$ cat src/rtl/crc_sequencer.sv
// crc_sequencer: buffers CRC_INPUT words in a FIFO and serializes them bit by bit
// into the CRC LFSR, tracking message start/finish/abort for CRC_STATUS.
module crc_sequencer #(
    parameter int WORD_SIZE  = 32,
    parameter int FIFO_DEPTH = 4
) (
    input  logic                          CLK,
    input  logic                          nRST,
    input  logic                          ctrl_start,
    input  logic                          ctrl_finish,
    input  logic                          ctrl_clear,
    input  logic                          cfg_msb_first,
    input  logic                          in_valid,
    input  logic [WORD_SIZE-1:0]          in_data,
    output logic                          crc_init,
    output logic                          crc_shift,
    output logic                          crc_bit,
    output logic                          busy,
    output logic                          done,
    output logic [$clog2(FIFO_DEPTH):0]   fifo_count,
    output logic                          fifo_full,
    output logic                          overflow
);
    localparam int AW = $clog2(FIFO_DEPTH);
    localparam int CW = $clog2(WORD_SIZE);

    typedef enum logic [2:0] {IDLE, INIT, LOAD, SHIFT, DONE} state_t;

    state_t               r_state;
    logic [WORD_SIZE-1:0] r_mem [FIFO_DEPTH];
    logic [AW-1:0]        r_wr_ptr, r_rd_ptr;
    logic [AW:0]          r_count;
    logic [WORD_SIZE-1:0] r_sreg;
    logic [CW-1:0]        r_cnt;
    logic                 r_msb_first, r_finish_pending, r_overflow;
    logic                 w_empty, w_pop, w_push, w_drop, w_start_ok, w_active;

    assign w_empty    = r_count == '0;
    assign w_pop      = r_state == LOAD && !w_empty && !ctrl_clear;
    // A full FIFO still accepts a push when LOAD frees the head slot this cycle.
    assign w_push     = in_valid && !ctrl_clear && (r_count != (AW+1)'(FIFO_DEPTH) || w_pop);
    assign w_drop     = in_valid && !ctrl_clear && !w_push;
    assign w_start_ok = ctrl_start && (r_state == IDLE || r_state == DONE);
    assign w_active   = r_state == INIT || r_state == LOAD || r_state == SHIFT;

    always_ff @(posedge CLK)
        if (w_push) r_mem[r_wr_ptr] <= in_data;

    always_ff @(posedge CLK or negedge nRST) begin
        if (!nRST) begin
            r_state          <= IDLE;
            r_wr_ptr         <= '0;
            r_rd_ptr         <= '0;
            r_count          <= '0;
            r_sreg           <= '0;
            r_cnt            <= '0;
            r_msb_first      <= 1'b0;
            r_finish_pending <= 1'b0;
            r_overflow       <= 1'b0;
        end else if (ctrl_clear) begin
            r_state          <= IDLE;
            r_wr_ptr         <= '0;
            r_rd_ptr         <= '0;
            r_count          <= '0;
            r_cnt            <= '0;
            r_finish_pending <= 1'b0;
            r_overflow       <= 1'b0;
        end else begin
            if (w_push) r_wr_ptr <= r_wr_ptr + AW'(1);
            if (w_pop) r_rd_ptr <= r_rd_ptr + AW'(1);
            r_count <= r_count + (AW+1)'(w_push) - (AW+1)'(w_pop);
            if (w_start_ok) begin
                r_msb_first      <= cfg_msb_first;
                r_overflow       <= 1'b0;
                r_finish_pending <= 1'b0;
            end
            if (w_drop) r_overflow <= 1'b1;
            if (ctrl_finish && w_active) r_finish_pending <= 1'b1;
            case (r_state)
                IDLE, DONE: if (w_start_ok) r_state <= INIT;
                INIT: r_state <= LOAD;
                LOAD:
                    if (!w_empty) begin
                        r_sreg  <= r_mem[r_rd_ptr];
                        r_cnt   <= '0;
                        r_state <= SHIFT;
                    end else if (r_finish_pending) begin
                        r_finish_pending <= 1'b0;
                        r_state          <= DONE;
                    end
                SHIFT: begin
                    r_sreg <= r_msb_first ? r_sreg << 1 : r_sreg >> 1;
                    r_cnt  <= r_cnt + CW'(1);
                    if (r_cnt == CW'(WORD_SIZE - 1)) r_state <= LOAD;
                end
                default: r_state <= IDLE;
            endcase
        end
    end

    assign busy       = w_active;
    assign done       = r_state == DONE;
    assign crc_init   = r_state == INIT;
    assign crc_shift  = r_state == SHIFT;
    assign crc_bit    = crc_shift && (r_msb_first ? r_sreg[WORD_SIZE-1] : r_sreg[0]);
    assign fifo_count = r_count;
    assign fifo_full  = r_count == (AW+1)'(FIFO_DEPTH);
    assign overflow   = r_overflow;
endmodule

$ cat config.mk
export PLATFORM = sky130hd
export DESIGN_NAME = crc_sequencer
export DESIGN_NICKNAME = d
export VERILOG_FILES = /design/src/rtl/crc_sequencer.sv
export SDC_FILE = /design/constraint.sdc
export NUM_CORES = 1
export LEC_CHECK = 0
export ABC_AREA = 1
export ABC_CLOCK_PERIOD_IN_PS = 8400
export CORE_MARGIN = 2
export CORE_UTILIZATION = 50
export CTS_BUF_LIST = sky130_fd_sc_hd__clkbuf_16
export CTS_CLUSTER_DIAMETER = 30
export DETAILED_ROUTE_END_ITERATION = 16
export GPL_TIMING_DRIVEN = 0
export PLACE_DENSITY = 0.69
export SETUP_SLACK_MARGIN = 0.1
export SYNTH_ARGS = -nofsm -noshare
export SYNTH_HDL_FRONTEND = slang
export SYNTH_SLANG_ARGS = --single-unit
$ cat constraint.sdc
create_clock -name CLK -period 8.4 [get_ports CLK]
set_clock_uncertainty 0.05 [all_clocks]
set_input_delay 0.84 -clock CLK [delete_from_list [all_inputs] [get_ports CLK]]
set_output_delay 0.84 -clock CLK [all_outputs]
set_load 0.05 [all_outputs]
* Yosys cells after proc, flatten, opt, wreduce, memory -nomap -nowiden *
Memory sizes are Yosys's and may differ from the RTL's.
Index checks and enable logic that the tools add are counted.

word-level totals
  register bits = 50
  RAM bits = 128
  bits of input ports = 39
  output and inout port bits = 10
  logic and storage cells = 84
  memories kept = 1

operators by class
  $add $sub $neg = 5
  equality and inequality tests = 12
  mux-type cells = 29
  bitwise operators = 1
  reduce and logical (&&, ||, !) cells = 27

memory list
  name   depth  bits a word  read ports  clocked after memory_dff  wr ports  RTL line  text
  r_mem  4      32           1           0                         1         30        logic [WORD_SIZE-1:0] r_mem [FIFO_DEPTH];

operators with widths
  kind                                                  number
  2-to-1 mux 32 bit                                     2
  one-hot mux 32 bit (2 select lines)                   1
  2-to-1 mux 3 bit                                      6
  2-to-1 mux 1 bit                                      12
  one-hot mux 3 bit (4 select lines)                    1
  2-to-1 mux 5 bit                                      2
  one-hot mux 5 bit (2 select lines)                    1
  != test 3 bit (second input constant)                 3
  logical AND 1 bit                                     8
  2-to-1 mux 2 bit                                      4
  equality test 3 x 2 -> 1 bit (second input constant)  2
  equality test 3 bit (second input constant)           2
  zero test 3 bit                                       2
  AND reduction 3 bit                                   2
  nonzero test 2 bit                                    3
  nonzero test 3 bit                                    2
  adder 5 x 1 -> 5 bit (second input constant)          1
  equality test 5 bit (second input constant)           1
  adder 2 x 1 -> 2 bit (second input constant)          2
  logical OR 1 bit                                      4
  != test 4 bit (second input constant)                 1
  AND reduction 2 bit                                   2
  adder 3 x 1 -> 3 bit                                  1
  equality test 3 x 1 -> 1 bit (second input constant)  1
  other kinds (6)                                       8

* Logic depth before layout (Yosys ltp) *
  word-level depth = 10
  gate-level depth with buffers = 12

* Least setup slack after synthesis *
No wires, ideal clock.

  path type = register to register
  from = reg r_count[2] (netlist: fifo_count[2])
  to = reg r_count[1] (netlist: fifo_count[1])
  library setup time = 0.072 ns
  arrival time = 3.105 ns
  required time = 8.278 ns
  setup slack = 5.173 ns
  stages on the path, launching flop included = 9
  period minus slack after synthesis = 3.227 ns
  cells stage by stage = dfrtp_1 > nor3b_1 > nand2_2 > nand2_2 > o21ai_1 > ha_1 > inv_1 > fa_1 > nor2_1

on the way
  cells in the longest elaborated chain, start to end = 9
  elaborated cells on any way between the ends = 10

RTL lines
  what                             RTL line  text
  from (decl)                      32        logic [AW:0] r_count;
  from (signal assigned)           71        r_count <= r_count + (AW+1)'(w_push) - (AW+1)'(w_pop);
  zero test 3 bit                  38        assign w_empty = r_count == '0;
  zero test 1 bit                  n/a
  logical AND 1 bit (2 in series)  39        assign w_pop = r_state == LOAD && !w_empty && !ctrl_clear;
  logical OR 1 bit                 41        assign w_push = in_valid && !ctrl_clear && (r_count != (AW+1)'(FIFO_DEPTH) || w_pop);
  logical AND 1 bit                41
  adder 3 x 1 -> 3 bit             71
  subtractor 3 x 1 -> 3 bit (*)    71
  2-to-1 mux 3 bit (*)             60        end else if (ctrl_clear) begin

Every way passes the cells marked *; elsewhere a longest branch is shown, timed or not.
A chain may end at the register's enable or synchronous reset.

* Worst setup path after layout *
  from = reg r_msb_first
  to = out crc_bit

on the way
  cells in the longest elaborated chain, start to end = 2

RTL lines
  what                    RTL line  text
  from (decl)             35        logic r_msb_first, r_finish_pending, r_overflow;
  from (signal assigned)  73        r_msb_first <= cfg_msb_first;
  2-to-1 mux 1 bit        105       assign crc_bit = crc_shift && (r_msb_first ? r_sreg[WORD_SIZE-1] : r_sreg[0]);
  logical AND 1 bit       105
  to (decl)               17        output logic crc_bit,

Every way passes these cells.

==> flow_summary.json <==
{
  "status": "finished clean",
  "grt_pass1_wl_mm": 28.1,
  "core_area_um2": 15800,
  "start_util_pct": 50.9,
  "slew_violations": 0,
  "ios": 49,
  "crit_path_start_kind": "flop",
  "rows": 46,
  "dieWidth_um": 131,
  "netlist.area_leader.share_pct": 47.9,
  "min_period_ns": 3.35,
  "clk_latency_ns": 0.44,
  "power.switching_uw": 822,
  "fill_cells": 1300,
  "vias": 5653,
  "wire_per_inst_um": 16.5,
  "avgViaCountPerCell": 5.31,
  "power_density_nw_per_um2": 272,
  "dp.final_hpwl_mm": 12.1,
  "total_power_uw": 2590,
  "cts-htree-levels": 4,
  "cts_setup_buffers": 0,
  "antenna_left": 0,
  "hold_class": "in2async",
  "synth.largest_area_cell": "edfxtp_1",
  "grt.overflow.total": 0,
  "antenna_found_initial": 0,
  "setup_tns_ns": 0,
  "path_buf_inv": 4,
  "critical_path_class": "reg2out",
  "rsz0062_at_grt": "false",
  "yosysWarnings": 0,
  "path_delay_family": "buffers and inverters",
  "slowest_delay_ns": 0.80,
  "cts_hold_buf": 0,
  "cts_buffer_depth": 2,
  "worstPathRequired_ns": 7.51,
  "placed_cells": 1033,
  "finalNonFillerCells": 1065,
  "drt_iter0_drc": 360,
  "finalSetupViolCount": 0,
  "synth_nets": 811,
  "final_common_cell": "nand2_1",
  "fmax_mhz": 299,
  "finalHoldViolations": 0,
  "hold_ws_ns": 0.395,
  "leakage_uw": 0.00390,
  "grt_start_max_net_pins": 28,
  "min_period_over_period_pct": 39.9,
  "synth_area_leaders": "edfxtp_1 48%, dfrtp_1 16%, nand2_1 12%, nand3_1 7.1%, o21ai_2 3.3%",
  "dieArea_um2": 17100,
  "switching_share_pct": 31.7,
  "cts_sinks": 178,
  "layout_setup_ws_ns": 5.05,
  "power_frac_comb_pct": 25.7,
  "syn-cell-area_um2": 8020,
  "internal_power_uw": 1770,
  "drt-pass1-iter-count": 5,
  "synth_cells": 764,
  "max-slew-margin-rel_pct": 53.7,
  "avgSynthCellArea_um2": 10.5,
  "ys_ff_latch": 178,
  "root_buffer": "clkbuf_16",
  "clkPwrFrac_pct": 30.4,
  "tightest_slew_ns": 0.695,
  "maxCapViolCount": 0,
  "antenna_cells": 0,
  "wirelength_mm": 17.5,
  "drive_gt1_share_pct": 13.7,
  "worst_path_most_repeated_cell": "nand2_1",
  "crit_chain": "buf_2, buf_1, nand2_1, o21ai_0, nand2_1, inv_1, clkdlybuf4s50_1",
  "slowest_stage": "clkdlybuf4s50_1",
  "ys_types": 32,
  "post-route-drc-count": 0,
  "die_y_um": 131,
  "synth-seq-area-share_pct": 63.5,
  "cp.arrival_ns": 2.46,
  "gp_congestion": 0.843,
  "port_buffers": 48,
  "pwr-share-seq_pct": 43.9,
  "area_delta_synth_final_pct": 18.8,
  "cp_max_fo": 10,
  "ctsResizeCount": 0,
  "numCtsBuffers": 17,
  "pre_cts_slack_ns": 5.14,
  "fin_nets": 883,
  "cts_tree": "built",
  "grt_usage_pct": 22.0,
  "final_cell_mix": "250 x nand2_1, 128 x edfxtp_1, 113 x nand3_1, 58 x inv_1, 50 x dfrtp_1",
  "grt_pass1_vias": 5646,
  "clkTransAtPathRegs_ns": 0.07,
  "ir_worst_vdd_mv": 0.162,
  "cp-end-kind": "output port"
}
==> sequential cells by signal, summed over array words and instances, names as in the netlist <==
| signal | flops |
|---|---|
| r_wr_ptr | 2 |
| r_cnt | 5 |
| overflow | 1 |
| r_state | 3 |
| r_finish_pending | 1 |
| r_msb_first | 1 |
| r_mem | 128 |
| fifo_count | 3 |
| r_sreg | 32 |
| r_rd_ptr | 2 |
==> cells in the mapped netlist <==
cell type	n
inv_2	4
fa_1	1
buf_12	1
nor2_2	1
o21ai_2	30
nand2_4	1
buf_2	19
nand4_1	3
buf_1	3
nor2_1	18
nor3b_1	1
o21ai_0	8
nand3_4	1
o211ai_1	30
clkbuf_1	7
edfxtp_1	128
ha_1	7
nand3_1	113
inv_1	56
nor3_1	3
nand3_2	2
xor2_1	1
dfrtp_1	50
a21oi_1	5
nand2_2	3
o21ai_1	2
nand2_8	1
and3_1	1
buf_6	10
nor2_8	1
buf_4	3
nand2_1	250
==> worst paths after layout <==
path                                                to  slack [ns]  cells past startpoint                    start
worst max-delay path                           crc_bit        5.05                      7  r_msb_first$_DFFE_PN0P_
worst min-delay path              overflow$_DFFE_PN0P_        0.39                      1                     nRST
worst min register to register  r_state[2]$_DFFE_PN0P_        0.46                      2   r_state[2]$_DFFE_PN0P_
min in group CLK                r_state[2]$_DFFE_PN0P_        0.46                      2   r_state[2]$_DFFE_PN0P_
max in group asynchronous        r_sreg[1]$_DFFE_PN0P_        7.34                      2                     nRST
worst max register to register  r_mem[3][19]$_DFFE_PP_        6.04                      8   r_state[2]$_DFFE_PN0P_
==> power by group through the flow <==
stage | Sequential (µW) | Combinational, µW | Clock, µW
after floorplan | 1150 | 473 | 0
after global placement | 1150 | 632 | 0
after global routing | 1150 | 741 | 836
final | 1140 | 666 | 788
after detailed placement | 1150 | 666 | 0
after CTS | 1140 | 669 | 797
==> layer usage <==
layer / track usage, % / part of all wire, %
met1: 28.4 / 43
met2: 36.3 / 50
met3: 4.48 / 5.0
met4: 9.57 / 2.5
met5: 0 / 0
==> worst register-to-register path, cell delays in order, from the launching register on <==
cell and delay [ns]:
dfrtp_1 0.39, inv_2 0.10, nand2_1 0.07, nor2_2 0.15, nand3_4 0.15, nand2_2 0.13
nand2_2 0.18, nor2_4 0.58, buf_16 0.24
==> logic make-up after synthesis <==
kind of cell    after synthesis  share of synthesized area, %
xor+xnor                      1                         0.109
buf+inv                     103                          6.40
fa+ha+maj                     8                          1.34
flops                       178                          63.5
simple gates                399                          21.6
compound gates               75                          7.02
==> final cells by class <==
type | count | area (µm²) | area share [%]
sequential | 178 | 5090 | 53.5
multi-input combinational | 483 | 2440 | 25.6
timing repair buffer | 53 | 606 | 6.36
clock buffer | 20 | 500 | 5.25
buffer | 43 | 288 | 3.02
tap | 216 | 270 | 2.84
inverter | 60 | 225 | 2.36
clock inverter | 12 | 98.8 | 1.04
==> through the flow <==
stage	area [µm²]	util (%)
final	9530	60.4
after global routing	9530	60.4
after CTS	9530	60.4
after detailed placement	8930	56.6
after global placement	8770	55.6
after floorplan	8020	-
No activity file was read; power rests on OpenSTA's default activity.
